<file path="src/rtl/dice_pkg.sv">
// rtl/dice_pkg.sv - shared types, face codes and face wrap helper for the dice roller
package dice_pkg;

    typedef enum logic [1:0] {
        IDLE    = 2'd0,
        ROLLING = 2'd1,
        SETTLE  = 2'd2,
        SHOW    = 2'd3
    } state_t;

    localparam logic [2:0] FACE_BLANK = 3'd0;
    localparam logic [2:0] FACE_MIN   = 3'd1;
    localparam logic [2:0] FACE_MAX   = 3'd6;

    function automatic logic [2:0] next_face(input logic [2:0] f);
        return (f == FACE_MAX) ? FACE_MIN : f + 3'd1;
    endfunction

endpackage

</file>
<file path="src/rtl/dice_roller_if.sv">
// rtl/dice_roller_if.sv - button in, face/status out bundle for the dice roller
interface dice_roller_if;
    logic       roll_btn;
    logic [2:0] face;
    logic       rolling;
    logic       done;

    modport master (output roll_btn, input face, input rolling, input done);
    modport slave  (input roll_btn, output face, output rolling, output done);
endinterface

</file>
<file path="src/rtl/btn_debounce.sv">
// rtl/btn_debounce.sv - two-flop synchronizer plus stable-count debounce with edge pulses
module btn_debounce #(
    parameter int DEBOUNCE_CYCLES = 500_000
) (
    input  logic clock,
    input  logic reset,
    input  logic btn,
    output logic level,
    output logic pressed,
    output logic released
);

    localparam int CW = $clog2(DEBOUNCE_CYCLES + 1);
    localparam logic [CW-1:0] CNT_LAST = CW'(DEBOUNCE_CYCLES - 1);

    logic          sync1;
    logic          sync2;
    logic [CW-1:0] cnt;

    always_ff @(posedge clock) begin
        if (reset) begin
            sync1    <= 1'b0;
            sync2    <= 1'b0;
            level    <= 1'b0;
            cnt      <= '0;
            pressed  <= 1'b0;
            released <= 1'b0;
        end else begin
            sync1    <= btn;
            sync2    <= sync1;
            pressed  <= 1'b0;
            released <= 1'b0;
            // Any sample that agrees with the accepted level restarts the stability count.
            if (sync2 != level) begin
                if (cnt == CNT_LAST) begin
                    level    <= sync2;
                    cnt      <= '0;
                    pressed  <= sync2;
                    released <= ~sync2;
                end else begin
                    cnt <= cnt + 1'b1;
                end
            end else begin
                cnt <= '0;
            end
        end
    end

endmodule

</file>
<file path="src/rtl/dice_roller.sv">
// rtl/dice_roller.sv - die face animator: roll while held, decelerate and land on a sampled face
module dice_roller #(
    parameter int TICK_DIV        = 2_500_000,
    parameter int DEBOUNCE_CYCLES = 500_000,
    parameter int SETTLE_STEPS    = 6
) (
    input  logic        clock,
    input  logic        reset,
    dice_roller_if.slave bus
);
    import dice_pkg::*;

    localparam int PW = $clog2(TICK_DIV);
    localparam int SW = $clog2(SETTLE_STEPS) + 1;
    localparam logic [PW-1:0] TICK_LAST = PW'(TICK_DIV - 1);
    localparam logic [SW-1:0] STEP_LAST = SW'(SETTLE_STEPS - 1);

    logic          btn_level;
    logic          press_pulse;
    logic          release_pulse;
    logic [PW-1:0] presc;
    logic          tick;
    logic [2:0]    seed;
    state_t        state;
    logic [2:0]    face_q;
    logic          rolling_q;
    logic          done_q;
    logic [2:0]    target;
    logic [SW-1:0] step;
    logic [SW-1:0] wait_cnt;

    btn_debounce #(
        .DEBOUNCE_CYCLES(DEBOUNCE_CYCLES)
    ) u_debounce (
        .clock   (clock),
        .reset   (reset),
        .btn     (bus.roll_btn),
        .level   (btn_level),
        .pressed (press_pulse),
        .released(release_pulse)
    );

    assign tick = (presc == TICK_LAST);

    // Prescaler and seed run regardless of FSM state so the landing face depends on release timing.
    always_ff @(posedge clock) begin
        if (reset) begin
            presc <= '0;
            seed  <= FACE_MIN;
        end else begin
            presc <= tick ? '0 : presc + 1'b1;
            seed  <= next_face(seed);
        end
    end

    always_ff @(posedge clock) begin
        if (reset) begin
            state     <= IDLE;
            face_q    <= FACE_BLANK;
            rolling_q <= 1'b0;
            done_q    <= 1'b0;
            target    <= FACE_BLANK;
            step      <= '0;
            wait_cnt  <= '0;
        end else begin
            done_q <= 1'b0;
            case (state)
                IDLE: begin
                    if (press_pulse && btn_level) begin
                        state     <= ROLLING;
                        face_q    <= FACE_MIN;
                        rolling_q <= 1'b1;
                    end
                end
                ROLLING: begin
                    if (tick) begin
                        face_q <= next_face(face_q);
                    end
                    if (release_pulse) begin
                        target   <= seed;
                        step     <= '0;
                        wait_cnt <= '0;
                        state    <= SETTLE;
                    end
                end
                SETTLE: begin
                    // Step n lasts n+1 ticks, so the face slows down as it settles.
                    if (tick) begin
                        if (wait_cnt == step) begin
                            wait_cnt <= '0;
                            if (step == STEP_LAST) begin
                                face_q    <= target;
                                done_q    <= 1'b1;
                                rolling_q <= 1'b0;
                                state     <= SHOW;
                            end else begin
                                face_q <= next_face(face_q);
                                step   <= step + 1'b1;
                            end
                        end else begin
                            wait_cnt <= wait_cnt + 1'b1;
                        end
                    end
                end
                SHOW: begin
                    if (press_pulse && btn_level) begin
                        state     <= ROLLING;
                        face_q    <= next_face(face_q);
                        rolling_q <= 1'b1;
                    end
                end
                default: state <= IDLE;
            endcase
        end
    end

    assign bus.face    = face_q;
    assign bus.rolling = rolling_q;
    assign bus.done    = done_q;

endmodule

</file>
<file path="src/flat_wrapper.sv">
// flat-port wrapper written by rule: the top's interface ports become plain ports
module dice_roller_flat import dice_pkg::*;
#(
    parameter int TICK_DIV        = 2_500_000,
    parameter int DEBOUNCE_CYCLES = 500_000,
    parameter int SETTLE_STEPS    = 6
)
  (clock, reset, bus_roll_btn, bus_face, bus_rolling, bus_done);
  dice_roller_if bus_i ();
  input  logic clock;
  input  logic reset;
  input wire logic [$bits(bus_i.roll_btn)-1:0] bus_roll_btn;
  output wire logic [$bits(bus_i.face)-1:0] bus_face;
  output wire logic [$bits(bus_i.rolling)-1:0] bus_rolling;
  output wire logic [$bits(bus_i.done)-1:0] bus_done;
  assign bus_i.roll_btn = bus_roll_btn;
  assign bus_face = bus_i.face;
  assign bus_rolling = bus_i.rolling;
  assign bus_done = bus_i.done;
  dice_roller #(.TICK_DIV(TICK_DIV), .DEBOUNCE_CYCLES(DEBOUNCE_CYCLES), .SETTLE_STEPS(SETTLE_STEPS)) u_core (.clock(clock), .reset(reset), .bus(bus_i));
endmodule
</file>
<file path="config.mk">
export PLATFORM = sky130hd
export DESIGN_NAME = dice_roller_flat
export DESIGN_NICKNAME = d
export VERILOG_FILES = /design/src/rtl/dice_pkg.sv /design/src/rtl/dice_roller_if.sv /design/src/rtl/btn_debounce.sv /design/src/rtl/dice_roller.sv /design/src/flat_wrapper.sv
export SDC_FILE = /design/constraint.sdc
export NUM_CORES = 1
export LEC_CHECK = 0
export ABC_AREA = 0
export BUFFER_PORTS_ARGS = -buffer_cell sky130_fd_sc_hd__buf_2
export CAP_MARGIN = 20
export CORE_ASPECT_RATIO = 0.75
export CORE_MARGIN = 1.5
export CORE_UTILIZATION = 60
export DETAILED_ROUTE_END_ITERATION = 8
export PLACE_DENSITY = 0.74
export SETUP_SLACK_MARGIN = 0.15
export SKIP_CTS_REPAIR_TIMING = 1
export SYNTH_ARGS = -nofsm -noshare
export SYNTH_HDL_FRONTEND = slang
export SYNTH_SLANG_ARGS = --single-unit
</file>
<file path="constraint.sdc">
create_clock -name clock -period 2.4 [get_ports clock]
set_input_delay 0.12 -clock clock [delete_from_list [all_inputs] [get_ports clock]]
set_output_delay 0.12 -clock clock [all_outputs]
set_load 0.03 [all_outputs]
</file>
==> run metrics <==
Least-Margin Pin Slew=around 590 ps; Die Width=between 80 and 90 µm; clk_lat worst skew=about 330 ps; CP max-delay cell=mux2i_2; CTS tree=built; r2r worst-path depth=7; Setup crit end=u_core.step[2]; CP required=approximately 2700 ps; Worst Path Class, Setup=reg2reg; flops & latches, synth=67; largest net degree at the start of global routing=25; HP Start=bus_roll_btn; peak per-stage delay on the critical path=between 500 and 600 ps; RSZ-0062 raised after global routing=no; Clock Pin Slew Worst Setup and Hold Paths=about 70 ps; TritonCTS Sinks=67; Post-synth EDFFs=0; critical path cell sequence=inv_1 -> ha_1 -> mux2i_2 -> and2_1 -> o21ai_0 -> a41oi_1 -> a31o_1; Critical R2R Launch=u_core.state[1]; vias=about 2,600; PD cells=654 nW/µm²; crit path time final=a little over 2000 ps; GPL Wtd Cong=between 0.8 and 0.9; Peak supply drop=around 0.45 mV; Antenna Cells=0; Die H=about 67 µm; crit path DAT=~2300 ps; max-cap violation count=0; FMAX=487 MHz; Via-to-Cell Ratio=roughly 5.6; share of cells above drive strength 1=0.116; max-slew violations=0; first-pass GRT wire length=between 10,000 and 15,000 µm; Core Region=about 5300 µm²; First-pass DRT Iterations=4; Worst Setup Start Kind=flip-flop; fin nets=400; post-route cell area=3610 µm²; status=finished with violations; drt total wl=between 6000 and 7000 µm; htree depth=3; placed cell areas=around 3400 µm²; Slew Limit Headroom=0.601; Area Growth Syn to Fin=8.88%; Worst Setup SP=u_core.state[1]; Final TNS setup=0 ps; R2R Setup Slk=between 300 and 400 ps; ys async rst share=0; routed length per placed instance=roughly 13 µm; CP max FO=11; hold_ws=-8.56 ps; final worst path period share=0.856; worst setup margin=between 300 and 400 ps; Synth Instances=about 370; Synthesis Warnings=0; Iter 0 DRT Violations=around 120; row cnt=23; clk buf depth=2; Fin. Hold Viols=1; vias in the first global route=between 2,000 and 2,500; post-synth cell types=54; initial antenna violation count=0; post-DP HPWL=approximately 4400 µm; Primary FF master, synth=dfxtp_1; failing checks=hold timing; Total GRT Usage=0.231; register area share after synthesis=0.405; Root Buffer Master=clkbuf_8; number of port buffers=7; endpoints failing setup=0; dpl ws=approximately 260 ps; total die area=around 6000 µm²; syn nets=a little under 400; worst reg2reg path endpoint=u_core.step[2]; worst min-delay path class=in2reg; Antenna Violating Nets Remaining=0; Ports=8; drt drc=0; Lkg Pwr=approximately 1.3 nW; CTS buffer count=9; CP Capture Type=flip-flop; Worst Clk Skew=between 5 and 6 ps; Initial Utilization=0.622; GR Overflow Total=0; Avg Cell Area, Syn=slightly below 9 µm²; mapped cell area=around 3300 µm²
worst max-delay path: cells and delay by family, from the launching register on:
family | cells | cell delay (ps)
simple gates | 1 | 220
mux | 1 | 560
fa+ha+maj | 1 | 360
buf+inv | 1 | 100
compound gates | 3 | 410
flops | 1 | 350
how the worst min path moves through the flow:
stage | end | slack (ps) | depth (start not counted)
after global routing | u_core.u_debounce.sync1 | 10 | 2
after global placement | u_core.u_debounce.sync1 | 330 | 2
after CTS | u_core.u_debounce.sync1 | -20 | 2
after detailed placement | u_core.u_debounce.sync1 | 340 | 2
after floorplan | u_core.u_debounce.sync1 | 250 | 1
final | u_core.u_debounce.sync1 | -9 | 2
logic make-up (layout without fill, tap and decap cells):
family / Yosys count / in the layout / synth area share
simple gates: 185 / 185 / 0.305
flops: 67 / 67 / 0.405
compound gates: 42 / 42 / 0.0854
xor+xnor: 39 / 39 / 0.103
buf+inv: 20 / 36 / 0.0321
fa+ha+maj: 11 / 11 / 0.0416
mux: 9 / 9 / 0.0276
where the power goes:
| group | switching [mW] | internal (mW) |
|---|---|---|
| clock network | 0.380 | 0.572 |
| logic | 0.144 | 0.0944 |
| registers | 0.0260 | 1.14 |
sequential cells by signal, summed over array words and instances, names as in the netlist:
register and flops:
u_core.u_debounce.sync1 1, u_core.target 3, u_core.bus.done 1, u_core.wait_cnt 4, u_core.u_debounce.level 1, u_core.bus.rolling 1
u_core.state 2, u_core.u_debounce.sync2 1, u_core.u_debounce.released 1, u_core.step 4, u_core.u_debounce.cnt 19, u_core.seed 3
u_core.bus.face 3, u_core.presc 22, u_core.u_debounce.pressed 1
synth_stat cells (2+ instances only):
cell type,instances,area (µm²)
a211oi_1,2,15.0
a21oi_1,16,80.1
a21oi_2,2,17.5
and2_1,3,18.8
and3_1,4,25.0
and4_1,3,26.3
and4_2,2,20.0
buf_2,5,25.0
buf_6,2,22.5
dfxtp_1,67,1340
ha_1,11,138
inv_1,10,37.5
mux2i_1,8,80.1
nand2_1,34,128
nand2b_1,4,25.0
nand3_1,22,110
nand4_1,13,81.3
nor2_1,58,218
nor2b_1,6,37.5
nor3_1,9,45.0
nor4_1,6,37.5
nor4b_4,2,47.6
o21ai_0,9,45.0
o2bb2ai_1,2,17.5
or2_2,2,12.5
or3_1,3,18.8
or4_1,2,15.0
or4b_1,3,30.0
xnor2_1,15,131
xor2_1,24,210
routing by layer:
layer / GRT usage / part of all wire
met3: 0.0917 / 0.056
met4: 0.0703 / 0.0071
met2: 0.371 / 0.46
met1: 0.288 / 0.48
met5: 0 / 0
placed cells by master, fill, tap and decap left out, types with 3 or more instances in the layout:
| master | instances |
|---|---|
| dfxtp_1 | 67 |
| nor2_1 | 58 |
| nand2_1 | 34 |
| xor2_1 | 24 |
| nand3_1 | 22 |
| a21oi_1 | 16 |
| xnor2_1 | 15 |
| nand4_1 | 13 |
| ha_1 | 11 |
| inv_1 | 10 |
| nor3_1 | 9 |
| o21ai_0 | 9 |
| clkbuf_8 | 9 |
| mux2i_1 | 7 |
| buf_2 | 7 |
| nor4_1 | 6 |
| nor2b_1 | 6 |
| nand2b_1 | 4 |
| and3_1 | 4 |
| buf_4 | 4 |
| or4b_1 | 3 |
| or3_1 | 3 |
| and4_1 | 3 |
| and2_1 | 3 |
area by class of cell:
cell class                      count  area (µm²)
Multi-Input combinational cell    286        1870
Fill cell                         429        1720
Sequential cell                    67        1340
Clock buffer                       11         131
Tap cell                           75        93.8
Clock inverter                      3        65.1
Timing Repair Buffer               11        65.1
Inverter                           11        41.3
per-stage QoR:
stage / std cells / power (mW) / util
floorplan: 373 / 1.38 / -
CTS: 464 / 2.38 / 0.677
finish: 464 / 2.36 / 0.677
detailed placement: 450 / 1.43 / 0.640
global route: 464 / 2.45 / 0.677
global placement: 450 / 1.42 / 0.640
Power figures use the tool's default switching activity.
